$ cat src/rtl/pulse_scheduler.sv
// Round-robin sharing of one pulse-train generator among N requesters.
// The winner's high/low/repeat fields are captured at grant time and sequenced on 'pulse'.
module pulse_scheduler #(
    parameter int N  = 4,
    parameter int CW = 8,
    parameter int RW = 4
) (
    input  logic            clock,
    input  logic            reset,
    input  logic [N-1:0]    req,
    input  logic [N*CW-1:0] hi_len,
    input  logic [N*CW-1:0] lo_len,
    input  logic [N*RW-1:0] reps,
    output logic [N-1:0]    grant,
    output logic            pulse,
    output logic            busy,
    output logic [N-1:0]    done,
    output logic [1:0]      dbg_state_o
);

    localparam int PW = (N > 1) ? $clog2(N) : 1;

    localparam logic [1:0] S_IDLE = 2'd0;
    localparam logic [1:0] S_HIGH = 2'd1;
    localparam logic [1:0] S_LOW  = 2'd2;
    localparam logic [1:0] S_DONE = 2'd3;

    // Handshake: req[i] is a level held until done[i] strobes or the requester
    // drops it (abort); grant is the one-hot owner, done a one-cycle strobe.
    logic [1:0]    state_q, state_d;
    logic [N-1:0]  grant_q, grant_d;
    logic          pulse_q, pulse_d;
    logic          busy_q;
    logic [N-1:0]  done_q,  done_d;
    logic [PW-1:0] ptr_q,   ptr_d;
    logic [PW-1:0] win_q,   win_d;
    logic [CW-1:0] hi_q,    hi_d;
    logic [CW-1:0] lo_q,    lo_d;
    logic [CW-1:0] cnt_q,   cnt_d;
    logic [RW-1:0] rcnt_q,  rcnt_d;

    logic          found;
    logic [PW-1:0] pick;
    logic [PW-1:0] win_nxt;
    logic [PW-1:0] idx_b;
    int            idx;

    // Zero-length fields behave like one; registers hold (length - 1).
    function automatic logic [CW-1:0] len_m1(input logic [CW-1:0] v);
        return (v == '0) ? '0 : v - 1'b1;
    endfunction

    function automatic logic [RW-1:0] rep_m1(input logic [RW-1:0] v);
        return (v == '0) ? '0 : v - 1'b1;
    endfunction

    always_comb begin
        found = 1'b0;
        pick  = '0;
        idx   = 0;
        idx_b = '0;
        for (int i = 0; i < N; i++) begin
            idx   = (int'(ptr_q) + i) % N;
            idx_b = PW'(idx);
            if (!found && req[idx_b]) begin
                found = 1'b1;
                pick  = idx_b;
            end
        end
    end

    assign win_nxt = (win_q == PW'(N - 1)) ? '0 : win_q + PW'(1);

    always_comb begin
        state_d = state_q;
        grant_d = grant_q;
        pulse_d = pulse_q;
        done_d  = '0;
        ptr_d   = ptr_q;
        win_d   = win_q;
        hi_d    = hi_q;
        lo_d    = lo_q;
        cnt_d   = cnt_q;
        rcnt_d  = rcnt_q;
        case (state_q)
            S_IDLE: begin
                if (found) begin
                    state_d       = S_HIGH;
                    grant_d       = '0;
                    grant_d[pick] = 1'b1;
                    pulse_d       = 1'b1;
                    win_d         = pick;
                    hi_d          = len_m1(hi_len[pick*CW +: CW]);
                    lo_d          = len_m1(lo_len[pick*CW +: CW]);
                    cnt_d         = len_m1(hi_len[pick*CW +: CW]);
                    rcnt_d        = rep_m1(reps[pick*RW +: RW]);
                end
            end
            S_HIGH, S_LOW: begin
                if (!req[win_q]) begin
                    // Owner withdrew: drop the train silently and move the pointer on.
                    state_d = S_IDLE;
                    grant_d = '0;
                    pulse_d = 1'b0;
                    ptr_d   = win_nxt;
                end else if (cnt_q != '0) begin
                    cnt_d = cnt_q - 1'b1;
                end else if (state_q == S_HIGH) begin
                    state_d = S_LOW;
                    pulse_d = 1'b0;
                    cnt_d   = lo_q;
                end else if (rcnt_q != '0) begin
                    state_d = S_HIGH;
                    pulse_d = 1'b1;
                    cnt_d   = hi_q;
                    rcnt_d  = rcnt_q - 1'b1;
                end else begin
                    state_d = S_DONE;
                    done_d  = grant_q;
                end
            end
            S_DONE: begin
                state_d = S_IDLE;
                grant_d = '0;
                ptr_d   = win_nxt;
            end
            default: begin
                state_d = S_IDLE;
                grant_d = '0;
                pulse_d = 1'b0;
            end
        endcase
    end

    always_ff @(posedge clock or negedge reset) begin
        if (!reset) begin
            state_q <= S_IDLE;
            grant_q <= '0;
            pulse_q <= 1'b0;
            busy_q  <= 1'b0;
            done_q  <= '0;
            ptr_q   <= '0;
            win_q   <= '0;
            hi_q    <= '0;
            lo_q    <= '0;
            cnt_q   <= '0;
            rcnt_q  <= '0;
        end else begin
            state_q <= state_d;
            grant_q <= grant_d;
            pulse_q <= pulse_d;
            busy_q  <= |grant_d;
            done_q  <= done_d;
            ptr_q   <= ptr_d;
            win_q   <= win_d;
            hi_q    <= hi_d;
            lo_q    <= lo_d;
            cnt_q   <= cnt_d;
            rcnt_q  <= rcnt_d;
        end
    end

    assign grant       = grant_q;
    assign pulse       = pulse_q;
    assign busy        = busy_q;
    assign done        = done_q;
    assign dbg_state_o = state_q;

endmodule

$ cat config.mk
export PLATFORM = sky130hd
export DESIGN_NAME = pulse_scheduler
export DESIGN_NICKNAME = d
export VERILOG_FILES = /design/src/rtl/pulse_scheduler.sv
export SDC_FILE = /design/constraint.sdc
export NUM_CORES = 1
export LEC_CHECK = 0
export BUFFER_PORTS_ARGS = -buffer_cell sky130_fd_sc_hd__buf_2
export CAP_MARGIN = 10
export CORE_AREA = 2 2 101 83
export DETAILED_ROUTE_END_ITERATION = 10
export DIE_AREA = 0 0 103 85
export PLACE_DENSITY = 0.73
export SLEW_MARGIN = 15
export SYNTH_ARGS = -nofsm -noshare
export SYNTH_HDL_FRONTEND = slang
export SYNTH_SLANG_ARGS = --single-unit
export TNS_END_PERCENT = 30
$ cat constraint.sdc
create_clock -name clock -period 7.04 [get_ports clock]
set_clock_uncertainty 0.2 [all_clocks]
set_input_delay 0.352 -clock clock [delete_from_list [all_inputs] [get_ports clock]]
set_output_delay 0.352 -clock clock [all_outputs]
set_load 0.02 [all_outputs]
======== Yosys cells after proc, flatten, opt, wreduce, memory -nomap -nowiden ========
Cells that the tools add are included.
storage, ports and cells
  flip-flop bits (word level) ............. 44
  input port bits ......................... 86
  output and inout bits ................... 12
  logic and storage cells ................. 124
cells by class
  add/subtract/negate cells ............... 9
  order comparisons ....................... 7
  equal/unequal tests ..................... 13
  shifts and indexed selects .............. 3
  muxes and demuxes ....................... 58
  reduce and logical (&&, ||, !) cells .... 23
operator list
  kind                   count
  $shiftx A32 B6 Y8      2
  $mux W8                7
  $mux W4                13
  $sub A8 B1 Y8 const B  3
  $mux W2                11
  $lt A2 B3 Y1 const B   6
  $logic_not A8 Y1       2
  $pmux W8 S2            1
  $shiftx A16 B5 Y4      1
  $mux W1                15
  $ne A2 B2 Y1 const B   6
  $pmux W4 S3            1
  $bmux W1 S2            5
  $ne A4 B4 Y1 const B   2
  $pmux W4 S2            1
  $reduce_and A4 Y1      2
  $reduce_bool A8 Y1     1
  $sub A4 B1 Y4 const B  2
  $eq A2 B2 Y1 const B   3
  $pmux W2 S3            1
  $reduce_and A2 Y1      3
  $reduce_and A6 Y1      1
  $add A2 B1 Y2 const B  2
  $add A2 B2 Y2 const B  2
  14 further kinds       20

======== Logic depth before layout (Yosys ltp) ========
  depth in word-level cells ............... 19
  gate-level depth with buffers ........... 14
  depth with buffers taken out ............ 11

======== Worst setup path after synthesis ========
Ideal clock, no wire load.
  path type ............................... reg2reg
  from .................................... register ptr_q[1]
  to ...................................... register cnt_q[6]
  setup time .............................. 126 ps
  arrival time ............................ 2727 ps
  data required time ...................... 6714 ps
  slack ................................... 3987 ps
  stages on the path, launching flop included .. 14
  path buffers ............................ 3
  clock period less this slack ............ 3053 ps
  path through ............................ dfrtp_1 -> mux2i_1 -> o22ai_2 -> nor2_4 -> buf_12 -> buf_12 -> buf_12 -> mux2i_1 -> mux2_4 -> ha_1 -> inv_1 -> nor2_1 -> mux2_1 -> a221o_1
on the way
  word-level cells in the longest chain between the ends .. 17
  elaborated cells between the ends (all ways) .. 33
  classes of those cells .................. add/sub: 4; eq/ne: 1; shift: 1; mux: 19; reduce/logical: 8
RTL lines
  what                                                    RTL line  RTL
  start: declaration                                      35        logic [PW-1:0] ptr_q, ptr_d;
  start signal: assignment                                154       ptr_q <= ptr_d;
  branches (longest 17 deep; another with $add A2 B1 Y2)  -
  end signal: assignment                                  158       cnt_q <= cnt_d;
  end: declaration                                        39        logic [CW-1:0] cnt_q, cnt_d;
Parallel ways; which one is timed is not known. The select of a mux whose other input is x is not followed.
A chain may end at the register's enable or synchronous reset.

======== Worst setup path in the final report ========
Ends and elaborated chain as after synthesis.

==> qor_table.md <==
| Quantity | Value |
| --- | --- |
| Result of the run | complete, no violations |
| Clock transition at the registers of the reported paths | 0.09 ns |
| Syn Nets | 453 |
| Routed wire length | 8.16 mm |
| Wire length of the first global-routing pass | 13.4 mm |
| Leakage component of the power | 0.00190 uW |
| Cell repeated most along the worst path | mux2i_1 |
| Vias per cell | 5.50 |
| Sum of internal, switching and leakage power | 1660 uW |
| Proportion of register bits with asynchronous set or reset after synthesis | 100% |
| P per Cell Area | 408 nW/um^2 |
| Maximum Capacitance Violations | 0 |
| RSZ-0062 raised after global routing | no |
| Effective utilization at floorplan | 43.9% |
| Mapped Cells | 355 |
| Iteration-0 DRC Markers | 159 |
| Port-buffer cells | 97 |
| Fill cell instance count of the final layout | 735 |
| Slowest stage cell on the critical path | buf_4 |
| Dpl hpwl | 6.30 mm |
| Netlist area before placement | 3410 sq um |
| Most used flip-flop cell after synthesis | dfrtp_1 |
| I/O pin cnt | 98 |
| Delay of the slowest cell on the worst path | 0.48 ns |
| Cells along the critical path | mux2i_1 > o22ai_2 > nor2_4 > buf_4 > mux2i_1 > mux2_2 > nand4_1 > nor2_1 > mux2_1 > a221o_1 |
| Worst hold margin | 0.00180 ns |
| Post-CTS setup repair buffer count | 0 |
| Via total after detailed routing | 3059 |
| Worst Setup Path Type | flip-flop to flip-flop |
| Share of synthesized area occupied by flip-flops and latches | 32.3% |
| Critical path capture point type | flip-flop |
| Least-Margin Pin Slew | 0.992 ns |
| Number of enable flip-flop cells after synthesis | 0 |
| Max-slew violation total from the final report | 0 |
| Share of cells above drive strength 1 | 32.1% |
| Worst-case clock buffer depth | 2 |
| Hold Crit Class | primary input to asynchronous set/reset pin |
| Core box area | 7760 sq um |
| TritonCTS clock tree | built |
| Maximum vdd drop | 0.000136 V |
| Cells resized by post-CTS repair | 0 |
| Final setup violation count | 0 |
| Clock tree sinks | 44 |
| Die height | 85 um |
| Clock Latency Late Sink | 0.30 ns |
| Worst Path Max Fanout | 27 |
| Total CTS buffers | 5 |
| Antenna cell count | 0 |
| Cells taking the most area after synthesis | dfrtp_1 32%, mux2i_1 13%, mux2_2 7.3%, ha_1 4.4%, nand2_1 4.0% |
| CP startpoint kind | flip-flop |
| Family with the most delay on the worst path | multiplexers |
| Slew HR | 33.8% |
| Floorplan die width | 103 um |
| Total number of placement rows | 29 |
| GRT Resource Usage Total | 18.8% |
| DRC violation count after routing | 0 |
| Synth cell types | 63 |
| Root Driver | clkbuf_8 |
| Post-CTS Hold Buffers | 0 |
| Flip-flop and latch count after synthesis | 44 |
| Number of warning messages in the yosys log | 0 |
| H-tree depth | 2 |
| DR pass1 iterations | 5 |
| Final count of hold timing violations | 0 |
| Library cell occupying the most area in the post-synthesis netlist | dfrtp_1 |
| Average cell area after synthesis | 9.61 sq um |
| Accumulated negative setup slack | 0 ns |
| Buf+Inv Stages, Crit Path | 1 |
| Routed wire per std cell | 14.7 um |
| Maximum operating frequency | 276 MHz |
| Most instantiated cells after synthesis | 44 x dfrtp_1, 44 x mux2i_1, 36 x nand2_1 |
| GRT Residual Overflow | 0 |
| Final critical-path share of the clock period | 51.5% |
| Growth of design area from synthesis to finish | 18.8% |
| Number of global-route vias before repair | 2969 |
| Time the final worst path needs with I/O delays and setup | 3.62 ns |
| Number of nets at the end of the flow | 545 |
| Data required time at the worst endpoint | 7.02 ns |
| Data arrival time of the critical path | 3.60 ns |
| Routability congestion estimate | 0.825 |
| Full die area | 8760 sq um |
| Pin count of the biggest net entering global routing | 45 |
| DRT antenna net count | 0 |
| Initial antenna violation count | 0 |
| Fraction of synthesized cell area taken by the top area cell type | 32.3% |
path summary, 6_finish.rpt:
kind	start	cells past startpoint	slack, ns	endpoint
min in group clock	hi_q[7]	2	0.29	hi_q[7]
max reg2reg	ptr_q[1]	10	3.42	cnt_q[6]
max	ptr_q[1]	10	3.42	cnt_q[6]
min reg2reg	hi_q[7]	2	0.29	hi_q[7]
min	reset	1	0.002	rcnt_q[2]
max in group asynchronous	reset	1	6.01	cnt_q[2]
where the power goes:
part / switching [uW] / internal (uW)
logic: 561 / 432
clock network: 95.1 / 107
registers: 91.3 / 369
cells in the final DEF (no fill, tap or decap), types with 4 or more instances in the layout:
| cell type | instances |
|---|---|
| a21oi_1 | 17 |
| nor3_1 | 6 |
| xnor2_1 | 7 |
| o21ai_1 | 7 |
| mux2i_1 | 44 |
| clkbuf_8 | 5 |
| and2_1 | 5 |
| mux2_2 | 22 |
| buf_2 | 97 |
| nor2_1 | 14 |
| or3_1 | 6 |
| nor2b_1 | 5 |
| o31ai_1 | 7 |
| nand2_1 | 36 |
| nand3_1 | 9 |
| ha_1 | 12 |
| a22o_1 | 9 |
| inv_1 | 15 |
| dfrtp_1 | 44 |
| o21ai_0 | 15 |
| xor2_1 | 4 |
flip-flops by register name, summed over array words and instances, names as in the netlist, 2 cells and up:
register,flops
rcnt_q,4
done,4
ptr_q,2
hi_q,8
grant,4
lo_q,8
win_q,2
dbg_state_o,2
cnt_q,8
per-stage QoR:
| step | std cells | setup slack [ns] | util, % | instance area (sq um) |
|---|---|---|---|---|
| after floorplan | 355 | 3.99 | - | 3410 |
| after global placement | 548 | 3.60 | 50.7 | 3940 |
| after detailed placement | 548 | 3.46 | 50.7 | 3940 |
| after CTS | 556 | 3.43 | 52.2 | 4060 |
| after global routing | 556 | 3.17 | 52.2 | 4060 |
| final | 556 | 3.42 | 52.2 | 4060 |
layout make-up:
type | count | area, sq um | share of cell area [%]
inverter | 15 | 56.3 | 1.39
tap | 108 | 135 | 3.33
multi-input combinational | 281 | 2140 | 52.7
timing repair buffer | 100 | 508 | 12.5
sequential | 44 | 1100 | 27.2
clock inverter | 3 | 47.5 | 1.17
clock buffer | 5 | 68.8 | 1.70
worst reg2reg max path: cells and delay by family, from the launching register on:
kind                   cells  cell delay (ns)
AO/OA/AOI/OAI              2             0.48
buffers and inverters      1             0.48
flip-flops                 1             0.47
multiplexers               4             1.10
AND/OR/NAND/NOR            3             0.79
per-layer routing:
metal	GRT usage (%)	vias to the layer above	part of all wire, %
li1	-	1497	-
met1	24.9	1440	45
met2	32.2	113	48
met3	3.05	9	6.6
met4	3.95	0	0.82
met5	0	-	0
logic make-up (layout without fill, tap and decap cells):
| group | Yosys count | after routing | synth area share, % |
|---|---|---|---|
| muxes | 70 | 70 | 22.0 |
| and+or+nand+nor | 103 | 103 | 16.1 |
| AOI/OAI and AO/OA | 85 | 85 | 17.3 |
| DFF | 44 | 44 | 32.3 |
| adders and majority gates | 12 | 12 | 4.40 |
| xor gates and xnor gates | 11 | 11 | 2.82 |
| buffers and inverters | 30 | 123 | 5.06 |
Power figures use the tool's default switching activity.
